<file path="src/rtl/pc_sequencer.sv">
// pc_sequencer: instruction fetch sequencer with one-entry skid buffer and redirect squash
// ports: clock/reset (sync, active-high); action/action_valid/action_pc/action_imm redirect input;
//        imem_req/imem_addr/imem_ack/imem_rdata fetch port; if_valid/if_instr/if_pc/if_ready decode port
module pc_sequencer #(
  parameter logic [31:0] RESET_PC = 32'h0040_0000
) (
  input  logic        clock,
  input  logic        reset,
  input  logic [1:0]  action,
  input  logic        action_valid,
  input  logic [31:0] action_pc,
  input  logic [25:0] action_imm,
  output logic        imem_req,
  output logic [31:0] imem_addr,
  input  logic        imem_ack,
  input  logic [31:0] imem_rdata,
  output logic        if_valid,
  output logic [31:0] if_instr,
  output logic [31:0] if_pc,
  input  logic        if_ready
);
  typedef enum logic [1:0] {BOOT, FETCH, HOLD, DRAIN} state_t;
  state_t      r_state, w_next;
  logic [31:0] r_pc, r_addr, r_instr, r_ipc, r_skid_instr, r_skid_pc;
  logic        r_valid, r_skid_v, r_squash;
  logic [31:0] w_pc4, w_target;
  logic        w_redir, w_cons, w_take;
  assign w_pc4    = action_pc + 32'd4;
  assign w_target = action[0] ? w_pc4 + {{14{action_imm[15]}}, action_imm[15:0], 2'b00}
                              : {w_pc4[31:28], action_imm, 2'b00};
  assign w_redir  = action_valid && action[1];
  assign w_cons   = r_valid && if_ready;
  assign w_take   = (r_state == FETCH) && imem_ack && !w_redir;
  assign if_valid = r_valid;
  assign if_instr = r_instr;
  assign if_pc    = r_ipc;
  always_ff @(posedge clock)
    r_state <= reset ? BOOT : w_next;
  always_comb begin
    w_next = r_state;
    case (r_state)
      BOOT:  w_next = FETCH;
      FETCH: w_next = w_redir ? (imem_ack ? FETCH : DRAIN) : (w_take && r_valid && !w_cons ? HOLD : FETCH);
      HOLD:  w_next = (w_redir || w_cons) ? FETCH : HOLD;
      DRAIN: w_next = imem_ack ? FETCH : DRAIN;
      default: w_next = BOOT;
    endcase
  end
  // while squashing, the outstanding request stays at the pre-redirect address
  always_comb begin
    imem_req  = (r_state == FETCH) || (r_state == DRAIN);
    imem_addr = r_squash ? r_addr : r_pc;
  end
  always_ff @(posedge clock) begin
    if (reset) begin
      r_pc         <= RESET_PC;
      r_addr       <= '0;
      r_valid      <= 1'b0;
      r_instr      <= '0;
      r_ipc        <= '0;
      r_skid_v     <= 1'b0;
      r_skid_instr <= '0;
      r_skid_pc    <= '0;
      r_squash     <= 1'b0;
    end else begin
      if (w_redir) begin
        r_pc     <= w_target;
        r_valid  <= 1'b0;
        r_skid_v <= 1'b0;
      end else begin
        if (w_take)
          r_pc <= r_pc + 32'd4;
        if (w_take && (!r_valid || w_cons)) begin
          r_valid <= 1'b1;
          r_instr <= imem_rdata;
          r_ipc   <= r_pc;
        end else if (r_state == HOLD && w_cons) begin
          r_instr  <= r_skid_instr;
          r_ipc    <= r_skid_pc;
          r_skid_v <= 1'b0;
        end else if (w_cons)
          r_valid <= 1'b0;
        if (w_take && r_valid && !w_cons) begin
          r_skid_v     <= 1'b1;
          r_skid_instr <= imem_rdata;
          r_skid_pc    <= r_pc;
        end
      end
      if (r_state == FETCH && w_redir && !imem_ack) begin
        r_squash <= 1'b1;
        r_addr   <= r_pc;
      end else if (r_state == DRAIN && imem_ack)
        r_squash <= 1'b0;
    end
  end
endmodule

</file>
<file path="config.mk">
export PLATFORM = sky130hd
export DESIGN_NAME = pc_sequencer
export DESIGN_NICKNAME = d
export VERILOG_FILES = /design/src/rtl/pc_sequencer.sv
export SDC_FILE = /design/constraint.sdc
export NUM_CORES = 1
export LEC_CHECK = 0
export ABC_AREA = 1
export BUFFER_PORTS_ARGS = -buffer_cell sky130_fd_sc_hd__buf_2
export CORE_UTILIZATION = 39
export CTS_CLUSTER_SIZE = 40
export DETAILED_ROUTE_END_ITERATION = 12
export HOLD_SLACK_MARGIN = 0.15
export PLACE_DENSITY_LB_ADDON = 0.1
export SYNTH_ARGS = -nofsm -noshare
export SYNTH_HDL_FRONTEND = slang
export SYNTH_SLANG_ARGS = --single-unit
</file>
<file path="constraint.sdc">
create_clock -name clock -period 3.4 [get_ports clock]
set_input_delay 0.17 -clock clock [delete_from_list [all_inputs] [get_ports clock]]
set_output_delay 0.17 -clock clock [all_outputs]
set_load 0.05 [all_outputs]
</file>
==> impl_results.md, run 1 <==
* Outcome: complete, no violations
* Crit-path slowest cell: ha_1
* Post-layout util at 0.4734
* Total GRT Usage at 0.2402
* Via count at 11950
* Largest cells by area after synthesis: dfxtp_1 34%, o21ai_0 10%, nand2_1 9.3%
* Crit Path Category: in -> reg
* Hold Crit Class: in -> reg
* Synth Cell Area at 0.01150 mm^2
* Min cycle time layout at 2.700 ns
* Area leader, netlist: dfxtp_1
* Antenna cells at 0
* Synth Warn # at 0
* Worst-skew pair later-pin latency at 0.44 ns
* CORE AREA at 0.02886 mm^2
* Root Driver: clkbuf_16
* Initial core utilization at 0.3984
* Synth Area in Adders at 0.04092
* Post-synthesis cell count at 1689
* Largest net degree at the start of global routing at 128
* Total Wirelength at 36620 um
* Post_cts resized at 0
* Clock Path Buffers at 2
* Drt drc at 0
* Clock transition at the registers of the reported paths at 0.08 ns
* Internal power at 3.863 mW
* Max-cap violations at 0
* Peak supply drop at 0.0003564 V
* Hold path depth at 5
* Reg-to-Reg End: if_pc[23]$_SDFFE_PP0P_
* Crit path top cell by count: nand2_1
* FF-to-FF path depth at 9
* Sequential share of the synthesized area at 0.3413
* Post-DR vias/cell at 5.284
* Congestion Overflow GR at 0
* GPL Wtd Cong at 0.9258
* CP arrival at 3.02 ns
* # Post-CTS Setup Buffers at 0
* Worst Setup Start Kind: input pin
* Layout Area Growth over Synthesis at 18.83%
* Drt initial violations at 1000
* Rows at 62
* Net Sw Frac at 0.3532
* Fin crit share at 0.7941
* Final setup skew at 0.01605 ns
* Fraction of layout cells with a size suffix above 1 at 0.1550
* # H-tree levels at 4
* Layout Nets at 1999
* Max Slew Vio Count at 0
* Psw at 2.109 mW
* Largest family of logic cells by synthesized area: simple AND/OR/NAND/NOR gates
* Min-delay src: action_imm[11]
* Hold Buf Count CTS at 41
* Most used DFF post-synth: dfxtp_1
* Antenna Violating Nets Remaining at 0
* Crit end category: flop
* Detailed-route wire length per cell at 16.19 um
* First-pass GRT wire length at 58600 um
* Final setup fails at 0
* Die ar. at 0.03017 mm^2
* FMAX at 370.4 MHz
* Chip width at 173.7 um
* Vias in the first global route at 10740
* Rel. slew slack at 0.3976
* Post-DP HPWL at 26220 um
* WHS Endpoint: r_pc[13]$_SDFFE_PP0P_
* Complex-gate fraction of the synthesized area at 0.2202
* Static Leak at 5.956 nW
* CTS Buf Count at 17
* Post-synthesis xor/xnor area fraction at 0.03657
* Worst path cell trace: buf_2 -> nand2_2 -> nor2_4 -> nand2_4 -> inv_2 -> nand2_2 -> nor4_4 -> nand3_1 -> nor2_1 -> xor2_1 -> inv_1 -> ha_1 -> nand2_1 -> nor2_1 -> nand2_1 -> nor3_1 -> nand2_1 -> nand2_1 -> nor2_1 -> o21ai_0 -> a21oi_1
* R2R setup slack at 0.93 ns
* Worst path required time at 3.72 ns
* Worst R2R Start: r_state[0]$_SDFF_PP0_
* Initial antenna violation count at 0
* Top cell type's share of synthesized area at 0.3413
* CTS tree: built
* Clk pwr share at 0.343
* Total Neg Setup Slack at 0 ns
* Comb pwr share at 0.239
* Port Buffers at 194
* Simple-gate share of the synthesized area at 0.2759
* Mean post-synth cell area at 6.806 um^2
* Crit path max fanout at 5
* Power Density at 437.2 mW/mm^2
* Chip height at 173.7 um
* Syn_nets at 1823
* Fraction of registers with async set/reset at 0
* Slew @ Worst Pin at 0.9024 ns
* Unrepaired setup endpoints after global routing: false
* Mux contribution to synthesized area at 0.0009795
* Sequential share of power at 0.417
* Number of synthesized flops with an enable pin at 0
* Fill cell count at 3072
* FF+latch count, synth at 196
* Crit-path max cell delay at 0.33 ns
* Pre-Repair DR Iteration Count at 6
* Clk sinks at 196
* IO Pins at 195
* Synth unique cells at 48
* Endpoints failing hold at 0
[registers in the layout (all words and copies together), names as in the netlist]
signal and flops:
if_instr 32, if_pc 32, r_addr 32, r_pc 32, r_skid_instr 32, r_skid_pc 32, r_state 2, if_valid 1
r_squash 1
[power groups by stage]
stage	clock network, mW	registers (mW)	logic (mW)
after global placement	0	2.54	1.39
after floorplan	0	2.71	0.828
after global routing	2.20	2.51	1.57
after CTS	2.11	2.49	1.43
final	2.05	2.49	1.43
after detailed placement	0	2.54	1.39
[worst max-delay path: cells and delay by family]
| family | cells | cell delay (ns) |
|---|---|---|
| AO/OA/AOI/OAI | 2 | 0.30 |
| adder cells (fa/ha/maj) | 1 | 0.33 |
| XOR/XNOR | 1 | 0.15 |
| buffers and inverters | 3 | 0.30 |
| AND/OR/NAND/NOR | 14 | 1.77 |
[metal layers]
metal | routed length [um] | track usage | vias to the layer above
met3 | 1897 | 0.03048 | 35
met5 | 0 | 0 | -
met1 | 17930 | 0.3504 | 5515
li1 | - | - | 6077
met4 | 539 | 0.05080 | 0
met2 | 16250 | 0.3762 | 325
[kinds of logic (layout without fill, tap and decap cells)]
logic type	after synthesis	count (layout)
AOI/OAI and AO/OA	450	450
and+or+nand+nor	727	727
xor gates and xnor gates	48	48
muxes	1	1
adders and majority gates	37	37
DFF	196	196
buffers and inverters	230	419
[synthesized netlist by cell type, types with 12 or more instances]
cell      number
ha_1          36
a31oi_1       12
o221ai_1      35
nor2_1       241
buf_2         26
clkbuf_1      50
nor3_1        85
nand4_1       19
a211oi_1      31
o21ai_0      234
nand3_1       52
xor2_1        39
inv_1        126
dfxtp_1      196
a21oi_1      118
nand2_1      285
[stage by stage]
stage	hold slack (ns)	std cells	area [um^2]	setup WS [ns]	total power [mW]
3_3_place_gp	0.4341	2189	12650	0.2663	3.927
5_1_grt	0.1916	2262	13660	0.2761	6.276
4_1_cts	0.1535	2262	13660	0.7138	6.027
3_5_place_dp	0.4377	2189	12650	0.2549	3.932
2_1_floorplan	0.2391	1689	11500	0.9808	3.536
6_report	0.1639	2262	13660	0.6999	5.972
[layout by cell type, fill, tap and decap left out, drive strengths merged, types with 19 or more instances in the layout]
cell,netlist,final
o21ai,237,237
nand3,56,56
a21oi,118,118
buf,43,209
xor2,39,39
clkbuf,50,19
a211oi,31,31
nand2,292,292
inv,134,145
nor3,90,90
nand4,20,20
o221ai,35,35
ha,36,36
dlygate4sd3,0,41
dfxtp,196,196
nor2,254,254
[area by class of cell]
cell class,count,area [um^2],share of cell area
clock buffer,19,452.9,0.03316
sequential,196,3925,0.2873
clock inverter,13,146.4,0.01072
timing repair buffer,250,1519,0.1112
multi-input combinational,1263,6620,0.4846
inverter,137,516.7,0.03783
tap,384,480.5,0.03517
[worst max-delay path by stage]
stage,startpoint,end,slack (ns)
6_report,action_pc[4],r_pc[27]$_SDFFE_PP0P_,0.70
5_1_grt,action_pc[4],r_pc[27]$_SDFFE_PP0P_,0.28
4_1_cts,action_pc[2],r_pc[27]$_SDFFE_PP0P_,0.71
3_5_place_dp,action_pc[2],r_pc[27]$_SDFFE_PP0P_,0.25
3_3_place_gp,action_pc[4],r_pc[27]$_SDFFE_PP0P_,0.27
2_1_floorplan,action_pc[2],r_pc[27]$_SDFFE_PP0P_,0.98
No activity file was read; power rests on OpenSTA's default activity.
==> inputs of run 2 (changes only) <==
==> constraint.sdc (replaced) <==
create_clock -name clock -period 2.8 [get_ports clock]
set_input_delay 0.14 -clock clock [delete_from_list [all_inputs] [get_ports clock]]
set_output_delay 0.14 -clock clock [all_outputs]
set_load 0.05 [all_outputs]
==> run 2 against run 1 <==
  * Die area did not move
  * Worst setup slack got worse by 0.47 ns
  * Design area rose by 6.8%
  * Final cell count rose by 5.1%
  * Critical path depth fell by 1
  * Clock skew rose by 0.0030 ns
  * Via count rose by 3.4%
  * Combinational power rose by 32%
  * Global-route usage rose by 1.3 points
  * Sequential power rose by 21%
  * Sequential share of layout area fell by 1.8 points
==> impl_results.md, run 2 (same netlist as run 1, synthesis figures left out) <==
* Outcome: complete, no violations
* IO Pins at 195 (unchanged)
* First-pass GRT wire length at 61370 um (+4.7%)
* Rel. slew slack at 0.4628 (+0.06524)
* Clk sinks at 196 (unchanged)
* Hold Crit Class: in -> reg
* Crit-path max cell delay at 0.28 ns (-0.05 ns)
* Crit path max fanout at 4 (-1)
* Psw at 2.640 mW (+25%)
* Post-DP HPWL at 27760 um (+5.9%)
* Internal power at 4.779 mW (+24%)
* Buf/Inv on CP at 6 (+3)
* Antenna Violating Nets Remaining at 0 (unchanged)
* Min-delay src: action[0]
* # Post-CTS Setup Buffers at 0 (unchanged)
* Drt drc at 0 (unchanged)
* Setup WS post-layout at 0.2264 ns (-0.4735 ns)
* Most common cell after layout, fill and taps aside: nand2_1
* Sequential share of power at 0.408 (-0.009)
* Total GRT Usage at 0.2530 (+0.01279)
* Total power at 7.420 mW (+24%)
* CTS tree: built
* Chip height at 173.7 um (unchanged)
* Crit Path Category: in -> reg
* Clock transition at the registers of the reported paths at 0.08 ns (about the same)
* Net Sw Frac at 0.3559 (+0.002691)
* Delay-heaviest family, CP: simple AND/OR/NAND/NOR gates
* Port Buffers at 194 (unchanged)
* Fin crit share at 0.9191
* Vias in the first global route at 11580 (+7.8%)
* Worst-skew pair later-pin latency at 0.45 ns (about the same)
* Clk pwr share at 0.337 (-0.006)
* # H-tree levels at 4 (unchanged)
* Power Density at 508.5 mW/mm^2 (+16%)
* Crit path top cell by count: nand2_1
* R2R setup slack at 0.65 ns (-0.28 ns)
* FMAX at 388.6 MHz
* Min cycle time layout at 2.574 ns
* Detailed-route wire length per cell at 15.93 um (-1.6%)
* Initial core utilization at 0.3984 (unchanged)
* Endpoints failing hold at 0 (unchanged)
* Commonest non-fill, non-tap cells in the layout: 284 x nand2_1, 239 x nor2_1, 233 x o21ai_0
* CORE AREA at 0.02886 mm^2 (unchanged)
* Layout Area Growth over Synthesis at 26.93%
* Fraction of layout cells with a size suffix above 1 at 0.2003 (+0.04535)
* Largest net degree at the start of global routing at 66 (-48%)
* Die ar. at 0.03017 mm^2 (unchanged)
* Drt initial violations at 783 (-22%)
* Post-DR vias/cell at 5.201 (-1.6%)
* Crit end category: flop
* Post-layout util at 0.5056 (+0.03226)
* Initial antenna violation count at 1 (+1)
* FF-to-FF path depth at 11 (+2)
* Congestion Overflow GR at 0 (unchanged)
* Clock Path Buffers at 2 (unchanged)
* Final setup fails at 0 (unchanged)
* Worst Setup Start Kind: input pin
* Worst Setup SP: action_pc[8]
* Worst path cell trace: buf_2 -> buf_4 -> nand2_1 -> buf_4 -> nor2_1 -> and3_1 -> xor2_1 -> buf_4 -> ha_1 -> nand2_1 -> buf_4 -> nor2_1 -> nand2_1 -> nand2_1 -> nand2_1 -> nand2_1 -> nor2_1 -> o21ai_0 -> buf_4 -> a21oi_1
* Setup WS pre-CTS at -0.2320 ns (-0.4869 ns)
* Static Leak at 6.512 nW (+9.3%)
* Final setup skew at 0.01908 ns (+0.003028 ns)
* Via count at 12360 (+3.4%)
* Slew @ Worst Pin at 0.8058 ns (-0.09655 ns)
* Max Slew Vio Count at 0 (unchanged)
* Worst path required time at 3.13 ns (-0.59 ns)
* Max-cap violations at 0 (unchanged)
* Total Neg Setup Slack at 0 ns (unchanged)
* CP arrival at 2.90 ns (-0.12 ns)
* Chip width at 173.7 um (unchanged)
* Crit-path slowest cell: ha_1
* Peak supply drop at 0.0004404 V (+24%)
* CTS Buf Count at 17 (unchanged)
* Rows at 62 (unchanged)
* Layout Nets at 2113 (+5.7%)
* WHS Endpoint: r_pc[0]$_SDFFE_PP0P_
* Reg-to-Reg End: r_pc[26]$_SDFFE_PP0P_
* Worst R2R Start: r_pc[3]$_SDFFE_PP0P_
* GPL Wtd Cong at 0.8883 (-4.1%)
* Comb pwr share at 0.255 (+0.016)
* Total Wirelength at 37860 um (+3.4%)
* Hold path depth at 3 (-2)
* Root Driver: clkbuf_16
* Pre-Repair DR Iteration Count at 5 (-1)
* Unrepaired setup endpoints after global routing: false
-- run 2: changes by cell type in the layout (fill, tap and decap cells not counted), moves of 2 or more --
cell | before | now
buf_4 | 13 | 115
dlygate4sd3_1 | 41 | 51
buf_12 | 2 | 4
clkbuf_8 | 2 | 0
clkinv_8 | 2 | 4
inv_6 | 5 | 3
nor2_1 | 241 | 239
nor2_2 | 8 | 10
-- run 2: through the flow --
stage / hold WS, ns / std cells / instance area [um^2]
3_5_place_dp: 0.4034 / 2293 / 13460
6_report: 0.1748 / 2377 / 14590
2_1_floorplan: 0.2091 / 1689 / 11500
5_1_grt: 0.1861 / 2377 / 14590
4_1_cts: 0.1513 / 2376 / 14570
3_3_place_gp: 0.4103 / 2293 / 13460
-- run 2: how the worst max path moves through the flow --
| stage | endpoint | slack [ns] | cells past startpoint |
|---|---|---|---|
| floorplan | r_pc[27]$_SDFFE_PP0P_ | 0.41 | 22 |
| finish | r_pc[18]$_SDFFE_PP0P_ | 0.23 | 20 |
| global route | r_pc[23]$_SDFFE_PP0P_ | 0.02 | 24 |
| global placement | r_pc[18]$_SDFFE_PP0P_ | -0.29 | 20 |
| detailed placement | r_pc[18]$_SDFFE_PP0P_ | -0.23 | 20 |
| CTS | r_pc[18]$_SDFFE_PP0P_ | 0.23 | 20 |
-- run 2: what timing repair did --
item,4_1_cts,5_1_grt
hold endpoints to repair,84,0
hold buffers,51,0
resized for setup,0,5
endpoints found under the setup margin,0,5
-- run 2: area by class of cell --
cell class | count | area (um^2)
Sequential cell | 196 | 3925
Clock inverter | 15 | 180.2
Fill cell | 3057 | 14270
Tap cell | 384 | 480.5
Timing Repair Buffer | 364 | 2425
Clock buffer | 17 | 425.4
Antenna cell | 1 | 2.502
Inverter | 137 | 516.7
Multi-Input combinational cell | 1263 | 6636
-- run 2: worst register-to-register path, stage by stage, from the launching register on --
cell	delay (ns)
dfxtp_1	0.46
ha_1	0.23
nand2_1	0.09
inv_1	0.11
nand3_2	0.13
nor2_1	0.23
nand2_1	0.10
inv_1	0.13
nand4_1	0.18
xor2_1	0.21
o21ai_1	0.12
a21oi_1	0.08
-- run 2: layer usage --
| layer | track usage | up-vias | wire (um) |
|---|---|---|---|
| met5 | 0 | - | 0 |
| met3 | 0.03618 | 52 | 1734 |
| met2 | 0.3954 | 335 | 16460 |
| li1 | - | 6294 | - |
| met4 | 0.07785 | 0 | 934 |
| met1 | 0.3581 | 5681 | 18730 |
-- run 2: power by group through the flow --
stage | Combinational [mW] | Sequential (mW) | Clock [mW]
floorplan | 1.00 | 3.29 | 0
global placement | 1.83 | 3.08 | 0
detailed placement | 1.83 | 3.09 | 0
CTS | 1.89 | 3.02 | 2.57
global route | 2.08 | 3.04 | 2.68
finish | 1.89 | 3.02 | 2.50
==> inputs of run 3 (changes only) <==
--- a/config.mk
+++ b/config.mk
@@ -11,6 +11,7 @@
 export CTS_CLUSTER_SIZE = 40
 export DETAILED_ROUTE_END_ITERATION = 12
 export HOLD_SLACK_MARGIN = 0.15
+export MAX_ROUTING_LAYER = met4
 export PLACE_DENSITY_LB_ADDON = 0.1
 export SYNTH_ARGS = -nofsm -noshare
 export SYNTH_HDL_FRONTEND = slang
==> run 3 against run 2 <==
  * Worst setup slack about the same
  * Register-to-register slack worse by 0.03 ns
  * Global-route usage up 0.76 points
  * Largest power group unchanged
  * Utilization up 0.27 points
  * Hold slack worse by 0.019 ns
  * Combinational power about the same
  * Clock-buffer cell count unchanged
  * Largest cell class unchanged
==> impl_results.md, run 3 (same netlist as run 1, synthesis figures left out) <==
* Outcome: complete, no violations
* Most common cell after layout, fill and taps aside: nand2_1
* Fin crit share at 0.9193 (about the same)
* Fill cell count at 3001 (-1.8%)
* Max Slew Vio Count at 0 (unchanged)
* Detailed-route wire length per cell at 16.13 um (+1.3%)
* Total GRT Usage at 0.2606 (+0.007613)
* Layout Area Growth over Synthesis at 27.61%
* Crit Path Category: in -> reg
* Final setup skew at 0.01276 ns (-0.006323 ns)
* Static Leak at 6.541 nW (+0.45%)
* Die ar. at 0.03017 mm^2 (unchanged)
* GPL Wtd Cong at 0.9348 (+5.2%)
* Worst Setup SP: action_pc[4]
* Min-delay src: action_imm[21]
* Power Density at 512.5 mW/mm^2 (+0.79%)
* Chip width at 173.7 um (unchanged)
* Post-DP HPWL at 28220 um (+1.7%)
* Hold path depth at 7 (+4)
* Delay-heaviest family, CP: simple AND/OR/NAND/NOR gates
* CTS Buf Count at 17 (unchanged)
* Peak supply drop at 0.0004104 V (-6.8%)
* Endpoints failing hold at 0 (unchanged)
* Crit path max fanout at 4 (unchanged)
* Final setup fails at 0 (unchanged)
* Layout Nets at 2117 (+0.19%)
* Drt drc at 0 (unchanged)
* Reg-to-Reg End: r_pc[26]$_SDFFE_PP0P_
* CP arrival at 2.95 ns (+0.05 ns)
* R2R setup slack at 0.62 ns (-0.03 ns)
* Post-layout util at 0.5084 (+0.002732)
* Crit-path max cell delay at 0.36 ns (+0.08 ns)
* Unrepaired setup endpoints after global routing: true
* CTS tree: built
* Via count at 12490 (+0.99%)
* Crit path top cell by count: nand2_1
* CORE AREA at 0.02886 mm^2 (unchanged)
* Rel. slew slack at 0.4618 (-0.001000)
* Rows at 62 (unchanged)
* Clock transition at the registers of the reported paths at 0.07 ns (about the same)
* Buf/Inv on CP at 4 (-2)
* Crit end category: flop
* Antenna Violating Nets Remaining at 0 (unchanged)
* Vias in the first global route at 11570 (-0.14%)
* Clock Path Buffers at 2 (unchanged)
* Worst Setup Start Kind: input pin
* Min cycle time layout at 2.574 ns (+0.0004220 ns)
* Worst path required time at 3.17 ns (+0.04 ns)
* Setup WS pre-CTS at -0.2133 ns (+0.01872 ns)
* End point of the critical path: r_pc[30]$_SDFFE_PP0P_
* Worst hold margin at 0.1554 ns (-0.01941 ns)
* Congestion Overflow GR at 0 (unchanged)
* Max-cap violations at 0 (unchanged)
* Slew @ Worst Pin at 0.8073 ns (+0.001500 ns)
* Clk sinks at 196 (unchanged)
* Initial core utilization at 0.3984 (unchanged)
* Worst-skew pair later-pin latency at 0.44 ns (about the same)
* Total power at 7.519 mW (+1.3%)
* Pre-Repair DR Iteration Count at 6 (+1)
* # H-tree levels at 4 (unchanged)
* Root Driver: clkbuf_16
* Worst path depth at 23 (+15%)
* Post-DR vias/cell at 5.244 (+0.83%)
* Hold Crit Class: in -> reg
* IO Pins at 195 (unchanged)
* Commonest non-fill, non-tap cells in the layout: 283 x nand2_1, 238 x nor2_1, 231 x o21ai_0
* Chip height at 173.7 um (unchanged)
* Worst R2R Start: r_pc[3]$_SDFFE_PP0P_
* Fraction of layout cells with a size suffix above 1 at 0.2069 (+0.006613)
* Initial antenna violation count at 0 (-1)
* Total Wirelength at 38400 um (+1.4%)
* First-pass GRT wire length at 61730 um (+0.58%)
* Worst path cell trace: buf_2 -> nand2_2 -> nor2_4 -> nand2_4 -> inv_4 -> nand2_2 -> nor4_4 -> nand3_1 -> nor2_1 -> xor2_1 -> inv_1 -> ha_1 -> nand2_1 -> buf_4 -> o21ai_0 -> nand2_1 -> nand3_1 -> nor2_1 -> nand2_1 -> nand2_1 -> nand3_1 -> nand2_1 -> a21oi_1
* Largest net degree at the start of global routing at 111 (+68%)
* Port Buffers at 194 (unchanged)
* Drt initial violations at 1055 (+35%)
* Setup WS post-layout at 0.2260 ns (-0.0004220 ns)
* FF-to-FF path depth at 11 (unchanged)
* Crit-path slowest cell: nor4_4
* FMAX at 388.5 MHz (about the same)
==> run 3: cell count changes in the layout (fill, tap and decap cells not counted), sizes merged <==
cell / previous run / this run
inv: 143 / 144
buf: 313 / 319
dlygate4sd3: 51 / 49
clkinv: 9 / 8
==> run 3: tightest hold or removal path, stage by stage <==
cell,delay (ns)
buf_2,0.08
nor2_1,0.03
nor2_1,0.09
o21ai_1,0.08
nand3_1,0.06
nand2_1,0.04
inv_1,0.04
==> run 3: worst min-delay path by stage <==
stage	endpoint	slack, ns
CTS	r_pc[6]$_SDFFE_PP0P_	0.15
floorplan	r_pc[31]$_SDFFE_PP0P_	0.21
detailed placement	r_squash$_SDFFE_PP0P_	0.41
finish	r_pc[23]$_SDFFE_PP0P_	0.16
global route	r_pc[24]$_SDFFE_PP0P_	0.18
global placement	r_squash$_SDFFE_PP0P_	0.40
==> run 3: cell type report <==
type	instances	area [um^2]	share of cell area
sequential	196	3925	0.2675
tap	384	480.5	0.03275
clock buffer	17	425.4	0.02900
clock inverter	15	196.4	0.01339
multi-input combinational	1263	6671	0.4548
timing repair buffer	368	2450	0.1670
antenna	1	2.502	0.0001706
inverter	137	519.2	0.03539
==> run 3: stage by stage <==
stage	std cells	instance area [um^2]	TNS, ns
floorplan	1689	11500	0
global placement	2298	13490	-0.8828
detailed placement	2298	13490	-1.231
CTS	2379	14610	0
global route	2380	14670	-0.02493
finish	2381	14670	0
==> run 3: timing repair <==
| item | in CTS | in global routing |
|---|---|---|
| hold buffers | 49 | 0 |
| setup endpoints to repair | 0 | 6 |
| buffers inserted | 0 | 1 |
| resized for setup | 0 | 16 |
| endpoints found under the hold margin | 83 | 0 |
==> run 3: per-layer routing <==
metal | global-route usage | wire length, um | up-vias
li1 | - | - | 6315
met1 | 0.3592 | 18630 | 5784
met2 | 0.4096 | 17270 | 356
met3 | 0.03158 | 2000 | 30
met4 | 0.05154 | 501 | 0
met5 | - | 0 | -
==> run 3: power breakdown <==
part           switching [mW]  internal (mW)
Combinational            1.26          0.645
Clock                    1.35           1.24
Sequential              0.106           2.92
